--- src/rtl/key_event_ctrl.sv ---
// Classifies debounced key levels into SHORT/LONG/REPEAT events and queues them round-robin into a small FIFO.
// Two cycles from sampled key edge to visible event; pending entries wait (never dropped) while the FIFO is full.
module key_event_ctrl #(
  parameter int NUM_KEYS      = 4,
  parameter int LONG_CYCLES   = 50_000_000,
  parameter int REPEAT_CYCLES = 10_000_000,
  parameter int FIFO_DEPTH    = 4,
  localparam int KW = (NUM_KEYS > 1) ? $clog2(NUM_KEYS) : 1
) (
  input  logic                clk,
  input  logic                rst,
  input  logic [NUM_KEYS-1:0] key_db,
  input  logic                evt_ready,
  output logic                evt_valid,
  output logic [KW-1:0]       evt_key,
  output logic [1:0]          evt_type,
  output logic                ovf
);
  localparam int AW = $clog2(FIFO_DEPTH);
  localparam logic [1:0] IDLE  = 2'd0;
  localparam logic [1:0] PRESS = 2'd1;
  localparam logic [1:0] HELD  = 2'd2;
  localparam logic [1:0] TYP_SHORT  = 2'b01;
  localparam logic [1:0] TYP_LONG   = 2'b10;
  localparam logic [1:0] TYP_REPEAT = 2'b11;
  localparam logic [25:0] LONG_LAST = 26'(LONG_CYCLES - 1);
  localparam logic [25:0] REP_LAST  = 26'(REPEAT_CYCLES - 1);

  logic [1:0]          state    [NUM_KEYS];
  logic [25:0]         cnt      [NUM_KEYS];
  logic [NUM_KEYS-1:0] emit;
  logic [1:0]          emit_typ [NUM_KEYS];
  logic [NUM_KEYS-1:0] pend_vld;
  logic [1:0]          pend_typ [NUM_KEYS];
  logic [KW-1:0]       rr_ptr;
  logic                grant_vld;
  logic [KW-1:0]       grant_key;
  logic [KW-1:0]       mem_key  [FIFO_DEPTH];
  logic [1:0]          mem_typ  [FIFO_DEPTH];
  logic [AW-1:0]       wr_ptr, rd_ptr;
  logic [AW:0]         count;
  logic                fifo_full, pop, push;

  // Release in PRESS takes priority over the LONG timeout.
  always_comb begin
    for (int k = 0; k < NUM_KEYS; k++) begin
      emit[k]     = 1'b0;
      emit_typ[k] = 2'b00;
      case (state[k])
        PRESS: begin
          if (!key_db[k]) begin
            emit[k] = 1'b1; emit_typ[k] = TYP_SHORT;
          end else if (cnt[k] == LONG_LAST) begin
            emit[k] = 1'b1; emit_typ[k] = TYP_LONG;
          end
        end
        HELD: begin
          if (key_db[k] && cnt[k] == REP_LAST) begin
            emit[k] = 1'b1; emit_typ[k] = TYP_REPEAT;
          end
        end
        default: ;
      endcase
    end
  end

  always_ff @(posedge clk or posedge rst) begin
    if (rst) begin
      for (int k = 0; k < NUM_KEYS; k++) begin
        state[k] <= IDLE;
        cnt[k]   <= '0;
      end
    end else begin
      for (int k = 0; k < NUM_KEYS; k++) begin
        case (state[k])
          IDLE: if (key_db[k]) begin state[k] <= PRESS; cnt[k] <= '0; end
          PRESS: begin
            if (!key_db[k])              state[k] <= IDLE;
            else if (cnt[k] == LONG_LAST) begin state[k] <= HELD; cnt[k] <= '0; end
            else                         cnt[k] <= cnt[k] + 26'd1;
          end
          HELD: begin
            if (!key_db[k])              state[k] <= IDLE;
            else if (cnt[k] == REP_LAST) cnt[k] <= '0;
            else                         cnt[k] <= cnt[k] + 26'd1;
          end
          default: state[k] <= IDLE;
        endcase
      end
    end
  end

  assign evt_valid = (count != '0);
  assign pop       = evt_valid && evt_ready;
  assign fifo_full = (count == (AW+1)'(FIFO_DEPTH));
  assign push      = grant_vld;

  // Scan offsets from high to low so the lowest offset from rr_ptr wins.
  always_comb begin
    int idx;
    grant_vld = 1'b0;
    grant_key = '0;
    idx       = 0;
    if (!fifo_full || pop) begin
      for (int i = NUM_KEYS - 1; i >= 0; i--) begin
        idx = int'(rr_ptr) + i;
        if (idx >= NUM_KEYS) idx = idx - NUM_KEYS;
        if (pend_vld[idx]) begin
          grant_vld = 1'b1;
          grant_key = KW'(idx);
        end
      end
    end
  end

  always_ff @(posedge clk or posedge rst) begin
    if (rst) begin
      pend_vld <= '0;
      ovf      <= 1'b0;
      rr_ptr   <= '0;
      for (int k = 0; k < NUM_KEYS; k++) pend_typ[k] <= 2'b00;
    end else begin
      for (int k = 0; k < NUM_KEYS; k++) begin
        if (emit[k]) begin
          pend_vld[k] <= 1'b1;
          pend_typ[k] <= emit_typ[k];
          if (pend_vld[k] && !(grant_vld && grant_key == KW'(k))) ovf <= 1'b1;
        end else if (grant_vld && grant_key == KW'(k)) begin
          pend_vld[k] <= 1'b0;
        end
      end
      if (grant_vld)
        rr_ptr <= (int'(grant_key) == NUM_KEYS - 1) ? '0 : grant_key + 1'b1;
    end
  end

  always_ff @(posedge clk or posedge rst) begin
    if (rst) begin
      wr_ptr <= '0;
      rd_ptr <= '0;
      count  <= '0;
      for (int i = 0; i < FIFO_DEPTH; i++) begin
        mem_key[i] <= '0;
        mem_typ[i] <= 2'b00;
      end
    end else begin
      if (push) begin
        mem_key[wr_ptr] <= grant_key;
        mem_typ[wr_ptr] <= pend_typ[grant_key];
        wr_ptr          <= wr_ptr + 1'b1;
      end
      if (pop) rd_ptr <= rd_ptr + 1'b1;
      case ({push, pop})
        2'b10:   count <= count + 1'b1;
        2'b01:   count <= count - 1'b1;
        default: ;
      endcase
    end
  end

  // Gate the head so an empty FIFO never shows a stale entry.
  assign evt_key  = evt_valid ? mem_key[rd_ptr] : '0;
  assign evt_type = evt_valid ? mem_typ[rd_ptr] : 2'b00;
endmodule

--- config.mk ---
export PLATFORM = sky130hd
export DESIGN_NAME = key_event_ctrl
export DESIGN_NICKNAME = d
export VERILOG_FILES = /design/src/rtl/key_event_ctrl.sv
export SDC_FILE = /design/constraint.sdc
export NUM_CORES = 1
export LEC_CHECK = 0
export ABC_AREA = 1
export ABC_CLOCK_PERIOD_IN_PS = 4600
export CORE_MARGIN = 4
export CORE_UTILIZATION = 45
export CTS_CLUSTER_SIZE = 16
export DETAILED_ROUTE_END_ITERATION = 10
export DONT_BUFFER_PORTS = 1
export GPL_ROUTABILITY_DRIVEN = 0
export GPL_TIMING_DRIVEN = 0
export HOLD_SLACK_MARGIN = 0.02
export PLACE_DENSITY = 0.67
export SYNTH_ARGS = -nofsm -noshare
export SYNTH_HDL_FRONTEND = slang
export SYNTH_SLANG_ARGS = --single-unit
--- constraint.sdc ---
create_clock -name clk -period 4.6 [get_ports clk]
set_input_delay 0.69 -clock clk [delete_from_list [all_inputs] [get_ports clk]]
set_output_delay 0.69 -clock clk [all_outputs]
set_load 0.02 [all_outputs]
==> results of run 1 <==
logic make-up (layout without fill, tap and decap cells):
| kind of cell | Yosys count | in the layout |
|---|---|---|
| compound gates | 128 | 128 |
| flops | 150 | 150 |
| fa+ha+maj | 30 | 30 |
| buf+inv | 191 | 228 |
| simple gates | 759 | 759 |
| xor+xnor | 42 | 42 |
synthesized netlist by cell type, types with 2 or more instances:
| library cell | count | area, um2 |
|---|---|---|
| clkbuf_1 | 4 | 15.0 |
| o22ai_1 | 5 | 31.3 |
| inv_2 | 10 | 37.5 |
| o21bai_1 | 2 | 15.0 |
| nor4_1 | 11 | 68.8 |
| xnor2_1 | 5 | 43.8 |
| buf_4 | 7 | 52.6 |
| nor3b_1 | 6 | 45.0 |
| o21ai_0 | 63 | 315 |
| o21a_1 | 2 | 15.0 |
| nor2_1 | 218 | 818 |
| nor2_4 | 2 | 22.5 |
| xor2_1 | 37 | 324 |
| nand2_1 | 298 | 1120 |
| nor3_2 | 5 | 50.1 |
| nor3_1 | 59 | 295 |
| inv_1 | 161 | 604 |
| nand3_1 | 97 | 485 |
| buf_2 | 4 | 20.0 |
| a31oi_1 | 4 | 25.0 |
| buf_6 | 2 | 22.5 |
| nand2_2 | 7 | 43.8 |
| nand3_2 | 2 | 20.0 |
| a22oi_1 | 2 | 15.0 |
| ha_1 | 29 | 363 |
| clkbuf_8 | 2 | 27.5 |
| or2_2 | 3 | 18.8 |
| nand4_1 | 36 | 225 |
| a21oi_1 | 39 | 195 |
| dfrtp_1 | 150 | 3750 |
| o31ai_1 | 4 | 30.0 |
| nor2_2 | 10 | 62.6 |
flip-flops by register name, summed over array words and instances, names as in the netlist, 3 cells and up:
register and cells:
count 3, mem_typ 8, pend_vld 4, pend_typ 8, cnt 104, state 8
mem_key 8
worst max path at each step:
| stage | to |
|---|---|
| 3_5_place_dp | count[2] |
| 2_1_floorplan | cnt[0] |
| 5_1_grt | ovf |
| 6_report | evt_key[0] |
| 4_1_cts | evt_key[0] |
| 3_3_place_gp | cnt[20] |
layer usage:
layer	part of all wire	track usage
met3	0.045	0.0375
met4	0.017	0.0552
met5	0	0
met1	0.47	0.255
met2	0.47	0.318
power by group:
| part | internal (W) | switching [W] | total (W) | leakage (nW) |
|---|---|---|---|---|
| clock | 0.000986 | 0.000575 | 0.00156 | 0.319 |
| sequential | 0.00156 | 0.000165 | 0.00172 | 2.01 |
| combinational | 0.000691 | 0.00159 | 0.00228 | 2.37 |
through the flow:
stage / worst slack (ns) / total power, W / hold slack (ns) / util / cell area (um2)
after CTS: 2.04 / 0.00562 / 0.180 / 0.514 / 10400
after global placement: 1.12 / 0.00396 / 0.431 / 0.476 / 9670
final: 2.09 / 0.00556 / 0.178 / 0.514 / 10400
after detailed placement: 1.97 / 0.00402 / 0.437 / 0.482 / 9780
after global routing: 1.90 / 0.00605 / 0.217 / 0.514 / 10400
after floorplan: 2.02 / 0.00343 / 0.414 / - / 9330
cell type report:
| class | instances | share of cell area |
|---|---|---|
| Buffer | 19 | 0.0132 |
| Clock buffer | 19 | 0.0424 |
| Clock inverter | 13 | 0.0210 |
| Inverter | 172 | 0.0624 |
| Multi-Input combinational cell | 959 | 0.459 |
| Sequential cell | 150 | 0.360 |
| Tap cell | 270 | 0.0324 |
| Timing Repair Buffer | 5 | 0.0103 |
==> impl_metrics.csv, run 1 <==
group,metric,value,unit
timing,hold_viol,0,
clocking,cts_setup_buffers,0,
critical_path,startpoint,"rd_ptr[0]",
critical_path,path_buf_inv,2,
drt,drtPass1Iterations,5,
drt,wl_per_cell,13.3,um
status,outcome,"complete, no violations",
logic_synthesis,seq_area_frac_synth,0.402,
critical_path,r2r-end,"count[2]",
timing,max_freq,398,MHz
logic_synthesis,synth_seq_cells,150,
finish,final_cell_mix,"nand2_1, nor2_1, inv_1",
critical_path,cp_top_family,"compound AO/OA/AOI/OAI gates",
drt,postRouteAntennaNets,0,
timing,worst_slew_pin_slew,0.587,ns
timing,slew_viol_final,0,
timing,min_period,2.51,ns
critical_path,critPathMaxFanout,10,
clocking,cts_tree,"yes",
floorplanning,die-area,23100,um2
place,dp_hpwl,15900,um
clocking,cts_max_path_buffers,2,
logic_synthesis,netlist_area,9330,um2
drt,drc,0,
critical_path,reg2reg_from,"rr_ptr[0]",
logic_synthesis,synth_nets,1337,
floorplanning,core_area,20300,um2
finish,fill_cells,1986,
drt,wl,21400,um
clocking,cts_made_buffers,17,
finish,regArea,3750,um2
clocking,hold_buffers,0,
timing,final.period_utilization,0.546,
drt,drt_iter0_drc,557,
logic_synthesis,synthSimpleGateAreaFrac,0.357,
logic_synthesis,synth_top_flop_cell,"dfrtp_1",
floorplanning,initial_utilization,0.460,
timing,fin_setup_tns,0,ns
global_routing,grt_pass1_wl,38200,um
clocking,cts.sinks,150,
critical_path,path_cells,"clkbuf_1, inv_1, o21ai_0, a21oi_1",
clocking,clock_latency,0.43,ns
logic_synthesis,muxShareOfSynthArea,0,
global_routing,first_global_vias,8326,
critical_path,startpoint_type,"register",
critical_path,worst_ep_required_time,3.91,ns
power,power_density,533,nW/um2
logic_synthesis,synthXorXnorAreaFrac,0.0394,
critical_path,r2r_slack,2.10,ns
logic_synthesis,ys_warn_count,0,
logic_synthesis,synth_edf_count,0,
global_routing,grt_max_degree,31,
timing,setup_violations,0,
logic_synthesis,syn_area_per_cell,7.18,um2
finish,multiInputGateArea,4790,um2
timing,rsz0062_at_grt,"false",
clocking,ctsResizeCount,0,
critical_path,path_class,"reg -> out",
drt,vias,8365,
floorplanning,boundaryPins,13,
critical_path,critPathMaxStageDelay,0.45,ns
hold_path,hp-class,"in -> async",
global_routing,gr-total-overflow,0,
logic_synthesis,synth_top_family_by_area,"simple AND/OR/NAND/NOR gates",
power,max-vdd-ir-drop,0.000267,V
critical_path,path_depth,4,
timing,skew,0.0129,ns
critical_path,reg2reg_depth,14,
logic_synthesis,synth-adder-area-share,0.0410,
timing,relSlewSlack,0.605,
clocking,root_buffer,"clkbuf_16",
finish,fin_cells,1607,
global_routing,track_usage,0.191,
finish,final_common_cell,"nand2_1",
floorplanning,num_rows,52,
finish,drive_gt1_frac,0.0718,
place,port_buffers,0,
place,placedCellCount,1575,
floorplanning,fp.dieH,152,um
drt,vias_per_cell,5.21,
finish,nNetsFinal,1361,
finish,syn2layout_area_growth,11.9,%
clocking,htree_levels,4,
flow_run,maxCapViolCount,0,
critical_path,cp.arrival,1.82,ns
critical_path,critPathCaptureType,"primary output",
logic_synthesis,netlist_instances,1300,
logic_synthesis,synth_compound_area_frac,0.0757,
critical_path,worst_path_max_delay_cell,"a21oi_1",
power,p_leak,4.70,nW
global_routing,antenna_found_initial,0,
logic_synthesis,ys_types,46,
clocking,clk_pin_slew_worst_paths,0.07,ns
floorplanning,die_x,152,um
finish,insertedDiodeCount,0,
logic_synthesis,ys_async_sr_fraction,1.00,
No activity file was read; power rests on OpenSTA's default activity.
==> run 2, diff against run 1 <==
--- a/config.mk
+++ b/config.mk
@@ -6,7 +6,7 @@
 export NUM_CORES = 1
 export LEC_CHECK = 0
 export ABC_AREA = 1
-export ABC_CLOCK_PERIOD_IN_PS = 4600
+export ABC_CLOCK_PERIOD_IN_PS = 2029
 export CORE_MARGIN = 4
 export CORE_UTILIZATION = 45
 export CTS_CLUSTER_SIZE = 16
==> constraint.sdc (replaced) <==
create_clock -name clk -period 2.03 [get_ports clk]
set_input_delay 0.3045 -clock clk [delete_from_list [all_inputs] [get_ports clk]]
set_output_delay 0.3045 -clock clk [all_outputs]
set_load 0.02 [all_outputs]
==> run 2 against run 1 <==
Net effect: the run now ends with setup timing left; total power rose to 2.6 times the previous value; first-iteration DRC count up 16%; die area unchanged; critical path depth up 13; final area up 12%; worst setup slack worse by 2.3 ns; register-to-register slack worse by 2.3 ns; final cell count up 4.8%; wire length up 12%; hold slack worse by 0.12 ns; sequential share of layout area down 3.7 points; via count up 6.4%; highest routed layer unchanged.
==> impl_metrics.csv, run 2 (synthesis results as in run 1) <==
group,metric,value,unit
timing,min_period,2.20,ns
finish,insertedDiodeCount,0,
hold_path,hp-class,"in -> reg",
clocking,root_buffer,"clkbuf_16",
timing,worst_slack,-0.173,ns
drt,drtPass1Iterations,5,
floorplanning,die_x,152,um
finish,post-route-util,0.574,
finish,final_cell_mix,"nand2_1, nor2_1, dfrtp_1",
power,power_frac_comb,0.517,
global_routing,gr-total-overflow,0,
drt,postRouteAntennaNets,0,
global_routing,antenna_found_initial,0,
floorplanning,core_area,20300,um2
power,power_density,1260,nW/um2
hold_path,worst_hold_path.num_cells,2,
power,intPower,0.00836,W
drt,drc,0,
timing,worst_slew_pin_slew,0.665,ns
place,placedCellCount,1574,
critical_path,path_class,"reg -> reg",
critical_path,startpoint_type,"register",
finish,fill_cells,1857,
global_routing,track_usage,0.196,
drt,wl_per_cell,14.2,um
floorplanning,num_rows,52,
timing,setup_violations,5,
timing,relSlewSlack,0.556,
timing,slew_viol_final,0,
timing,skew,0.00847,ns
clocking,clk_pin_slew_worst_paths,0.06,ns
drt,drt_iter0_drc,648,
timing,holdWs,0.0529,ns
finish,regMostFlops,"cnt",
global_routing,first_global_vias,8426,
floorplanning,fp.dieH,152,um
finish,drive_gt1_frac,0.222,
drt,vias,8897,
timing,rsz0062_at_grt,"true",
power,power.total,0.0147,W
critical_path,cp.arrival,2.52,ns
drt,wl,23900,um
drt,vias_per_cell,5.28,
critical_path,critPathMaxFanout,8,
finish,largest_reg_flops,104,
timing,max_freq,454,MHz
power,p_clk_frac,0.212,
status,outcome,"complete, but fails checks",
clocking,cts_tree,"yes",
power,switchingPower,0.00629,W
finish,multiInputGateArea,5420,um2
power,p_leak,5.17,nW
finish,regArea,3760,um2
clocking,cts.sinks,150,
finish,final_common_cell,"nand2_1",
clocking,cts_max_path_buffers,2,
power,max-vdd-ir-drop,0.000691,V
critical_path,reg2reg_depth,17,
clocking,clock_latency,0.43,ns
floorplanning,boundaryPins,13,
critical_path,critPathCaptureType,"register",
place,dp_hpwl,15800,um
power,switching_share,0.429,
finish,fin_cells,1684,
critical_path,worst_ep_required_time,2.35,ns
floorplanning,initial_utilization,0.460,
clocking,cts_made_buffers,17,
timing,final.period_utilization,1.09,
global_routing,grt_pass1_wl,38800,um
status,violations,"setup timing",
floorplanning,die-area,23100,um2
finish,final_cell_area,11600,um2
flow_run,maxCapViolCount,0,
clocking,htree_levels,4,
place,placed_cell_area,9770,um2
global_routing,grt_max_degree,37,
place,port_buffers,0,
timing,hold_viol,0,
finish,nNetsFinal,1438,
finish,syn2layout_area_growth,24.8,%
power,p_seq_frac,0.272,
## run 2: cell types whose count changed in the layout (fill, tap and decap cells not counted), moves of 17 or more
cell,before,now
nand2_2,7,28
nand2_1,298,269
buf_4,7,77
nor2_1,218,196
nand3_2,2,19
nand3_1,97,76
inv_1,160,138
## run 2: path summary, 6_finish.rpt
kind                            from  slack [ns]        to
max                        rr_ptr[0]       -0.17       ovf
min                        key_db[3]        0.05  state[1]
max reg2reg                rr_ptr[0]       -0.17       ovf
min reg2reg                  cnt[24]        0.45   cnt[24]
max in group asynchronous        rst        0.79  count[0]
min in group asynchronous        rst        0.46   cnt[76]
## run 2: final cells by class
cell class                      instances  area share
Multi-Input combinational cell        959       0.466
Sequential cell                       150       0.323
Timing Repair Buffer                   84      0.0596
Inverter                              172      0.0583
Clock buffer                           20      0.0392
Tap cell                              270      0.0290
Buffer                                 17      0.0150
Clock inverter                         12      0.0102
## run 2: metrics by stage
stage	setup TNS, ns	worst slack [ns]
final	-0.498	-0.173
after global routing	-4.05	-0.347
after CTS	-0.255	-0.127
after detailed placement	-7.42	-0.365
after global placement	-161.80	-1.05
after floorplan	-24.52	-0.163
## run 2: power groups by stage
| stage | clock network, W | registers (W) | logic, W |
|---|---|---|---|
| after floorplan | 0 | 0.00384 | 0.00399 |
| after global placement | 0 | 0.00393 | 0.00514 |
| after global routing | 0.00332 | 0.00405 | 0.00836 |
| after CTS | 0.00316 | 0.00392 | 0.00598 |
| final | 0.00310 | 0.00398 | 0.00757 |
| after detailed placement | 0 | 0.00394 | 0.00522 |
## run 2: layer usage
metal	vias up	routed length [um]	share of wire	global-route usage
li1	4405	-	-	-
met1	4205	10600	0.44	0.257
met2	250	11800	0.49	0.331
met3	37	1130	0.047	0.0390
met4	0	389	0.016	0.0591
met5	-	0	0	0
## run 2: repair_timing
| item | in CTS | in global routing |
|---|---|---|
| setup buffers | 32 | 45 |
| gates resized for setup | 50 | 169 |
| gates cloned | 0 | 2 |
| pin swaps | 20 | 62 |
| hold buffers | 1 | 0 |
| setup endpoints to repair | 99 | 126 |
| endpoints found under the hold margin | 24 | 0 |
## run 2: critical path, cell delays in order (launching register included)
cell and delay, ns:
dfrtp_1 0.35, buf_6 0.15, clkinv_8 0.08, nand2_2 0.07
nand3_1 0.12, nand2_1 0.11, nand2_1 0.09, nand2_1 0.09
nand2_1 0.08, nand2_2 0.11, nand2_2 0.12, inv_2 0.09
ha_1 0.13, inv_1 0.08, o21ai_2 0.19, nor2_2 0.07
nor2_1 0.09, nand2_1 0.06
==> run 3, diff against run 2 <==
--- a/config.mk
+++ b/config.mk
@@ -7,6 +7,7 @@
 export LEC_CHECK = 0
 export ABC_AREA = 1
 export ABC_CLOCK_PERIOD_IN_PS = 2029
+export CAP_MARGIN = 30
 export CORE_MARGIN = 4
 export CORE_UTILIZATION = 45
 export CTS_CLUSTER_SIZE = 16
==> run 3 against run 2 <==
Net effect: the flow still finishes with violations (setup timing); largest power group unchanged; highest routed layer unchanged; critical endpoint unchanged; hold slack stayed put; clock-buffer cell count stayed put; total power stayed put; final cell count stayed put; via count stayed put; non-clock buffer count stayed put.
==> impl_metrics.csv, run 3 (synthesis results as in run 1) <==
group,metric,value,unit
power,p_seq_frac,0.272,
finish,drive_gt1_frac,0.222,
floorplanning,die-area,23100,um2
floorplanning,fp.dieH,152,um
timing,relSlewSlack,0.556,
timing,rsz0062_at_grt,"true",
hold_path,min_from,"key_db[3]",
critical_path,critPathCaptureType,"register",
clocking,clock_latency,0.43,ns
clocking,cts_max_path_buffers,2,
drt,postRouteAntennaNets,0,
critical_path,worst_path_max_delay_cell,"dfrtp_1",
power,max-vdd-ir-drop,0.000691,V
critical_path,startpoint,"rr_ptr[0]",
critical_path,cpMostUsedCell,"nand2_1",
drt,vias,8897,
status,outcome,"complete, but fails checks",
flow_run,maxCapViolCount,0,
power,p_leak,5.17,nW
hold_path,hp-class,"in -> reg",
critical_path,startpoint_type,"register",
drt,drt_iter0_drc,648,
power,power.total,0.0147,W
critical_path,path_class,"reg -> reg",
finish,syn2layout_area_growth,24.8,%
place,dp_hpwl,15800,um
global_routing,grt_pass1_wl,38800,um
finish,largest_reg_flops,104,
global_routing,track_usage,0.196,
floorplanning,die_x,152,um
critical_path,path_cells,"buf_6, clkinv_8, nand2_2, nand3_1, nand2_1, nand2_1, nand2_1, nand2_1, nand2_2, nand2_2, inv_2, ha_1, inv_1, o21ai_2, nor2_2, nor2_1, nand2_1",
timing,skew,0.00847,ns
global_routing,first_global_vias,8426,
timing,worst_slack,-0.173,ns
power,switchingPower,0.00629,W
power,power_frac_comb,0.517,
drt,wl,23900,um
global_routing,gr-total-overflow,0,
timing,final.period_utilization,1.09,
power,switching_share,0.429,
finish,nNetsFinal,1438,
global_routing,antenna_found_initial,0,
clocking,cts_made_buffers,17,
timing,max_freq,454,MHz
power,p_clk_frac,0.212,
finish,final_cell_mix,"nand2_1, nor2_1, dfrtp_1",
clocking,root_buffer,"clkbuf_16",
power,intPower,0.00836,W
place,pre_cts_ws,-0.365,ns
power,power_density,1260,nW/um2
timing,worst_slew_pin_slew,0.665,ns
critical_path,critPathMaxStageDelay,0.35,ns
finish,insertedDiodeCount,0,
critical_path,worst_ep_required_time,2.35,ns
timing,holdWs,0.0529,ns
drt,drc,0,
timing,min_period,2.20,ns
status,violations,"setup timing",
place,port_buffers,0,
drt,wl_per_cell,14.2,um
clocking,clk_pin_slew_worst_paths,0.06,ns
critical_path,cp.arrival,2.52,ns
clocking,cts.sinks,150,
drt,vias_per_cell,5.28,
critical_path,critPathMaxFanout,8,
clocking,htree_levels,4,
floorplanning,core_area,20300,um2
timing,hold_viol,0,
finish,final_common_cell,"nand2_1",
global_routing,grt_max_degree,37,
floorplanning,initial_utilization,0.460,
critical_path,reg2reg_from,"rr_ptr[0]",
drt,drtPass1Iterations,5,
timing,slew_viol_final,0,
floorplanning,num_rows,52,
clocking,cts_tree,"yes",
timing,fin_setup_tns,-0.498,ns
floorplanning,boundaryPins,13,
timing,setup_violations,5,
finish,regMostFlops,"cnt",
## run 3: cell type report
cell class                      count  area, um2
Tap cell                          270        338
Multi-Input combinational cell    959       5420
Sequential cell                   150       3760
Fill cell                        1857       8660
Inverter                          172        679
Clock inverter                     12        119
Clock buffer                       20        457
Buffer                             17        175
Timing Repair Buffer               84        694
## run 3: worst paths after layout
| check | slack [ns] | endpoint | cells past startpoint |
|---|---|---|---|
| min in group asynchronous | 0.46 | cnt[76] | 2 |
| worst max register to register | -0.17 | ovf | 17 |
| max in group asynchronous | 0.79 | count[0] | 4 |
| worst min register to register | 0.45 | cnt[24] | 1 |
| worst min-delay path | 0.05 | state[1] | 2 |
| worst max-delay path | -0.17 | ovf | 17 |
## run 3: through the flow
stage,cells,util,cell area [um2]
after global routing,1684,0.574,11600
after detailed placement,1574,0.481,9770
after global placement,1570,0.477,9690
after floorplan,1300,-,9350
after CTS,1638,0.529,10700
final,1684,0.574,11600
## run 3: metal layers
metal  vias to the layer above  global-route usage  part of all wire
met4                         0              0.0591             0.016
met3                        37              0.0390             0.047
met2                       250               0.331              0.49
met5                         -                   0                 0
li1                       4405                   -                 -
met1                      4205               0.257              0.44
## run 3: repair_timing
item                                   4_1_cts  5_1_grt
pin swaps                                   20       62
cloned                                       0        2
hold buffers                                 1        0
buffers inserted                            32       45
setup endpoints to repair                   99      126
endpoints found under the hold margin       24        0
resized for setup                           50      169
## run 3: critical path: cells and delay by family (launching register included)
kind            cells  cell delay (ns)
compound gates      1             0.19
fa+ha+maj           1             0.13
buf+inv             4             0.40
flops               1             0.35
simple gates       11             1.01
## run 3: power groups by stage
stage | Sequential, W | Clock, W | Combinational (W)
final | 0.00398 | 0.00310 | 0.00757
after global routing | 0.00405 | 0.00332 | 0.00836
after CTS | 0.00392 | 0.00316 | 0.00598
after detailed placement | 0.00394 | 0 | 0.00522
after global placement | 0.00393 | 0 | 0.00514
after floorplan | 0.00384 | 0 | 0.00399
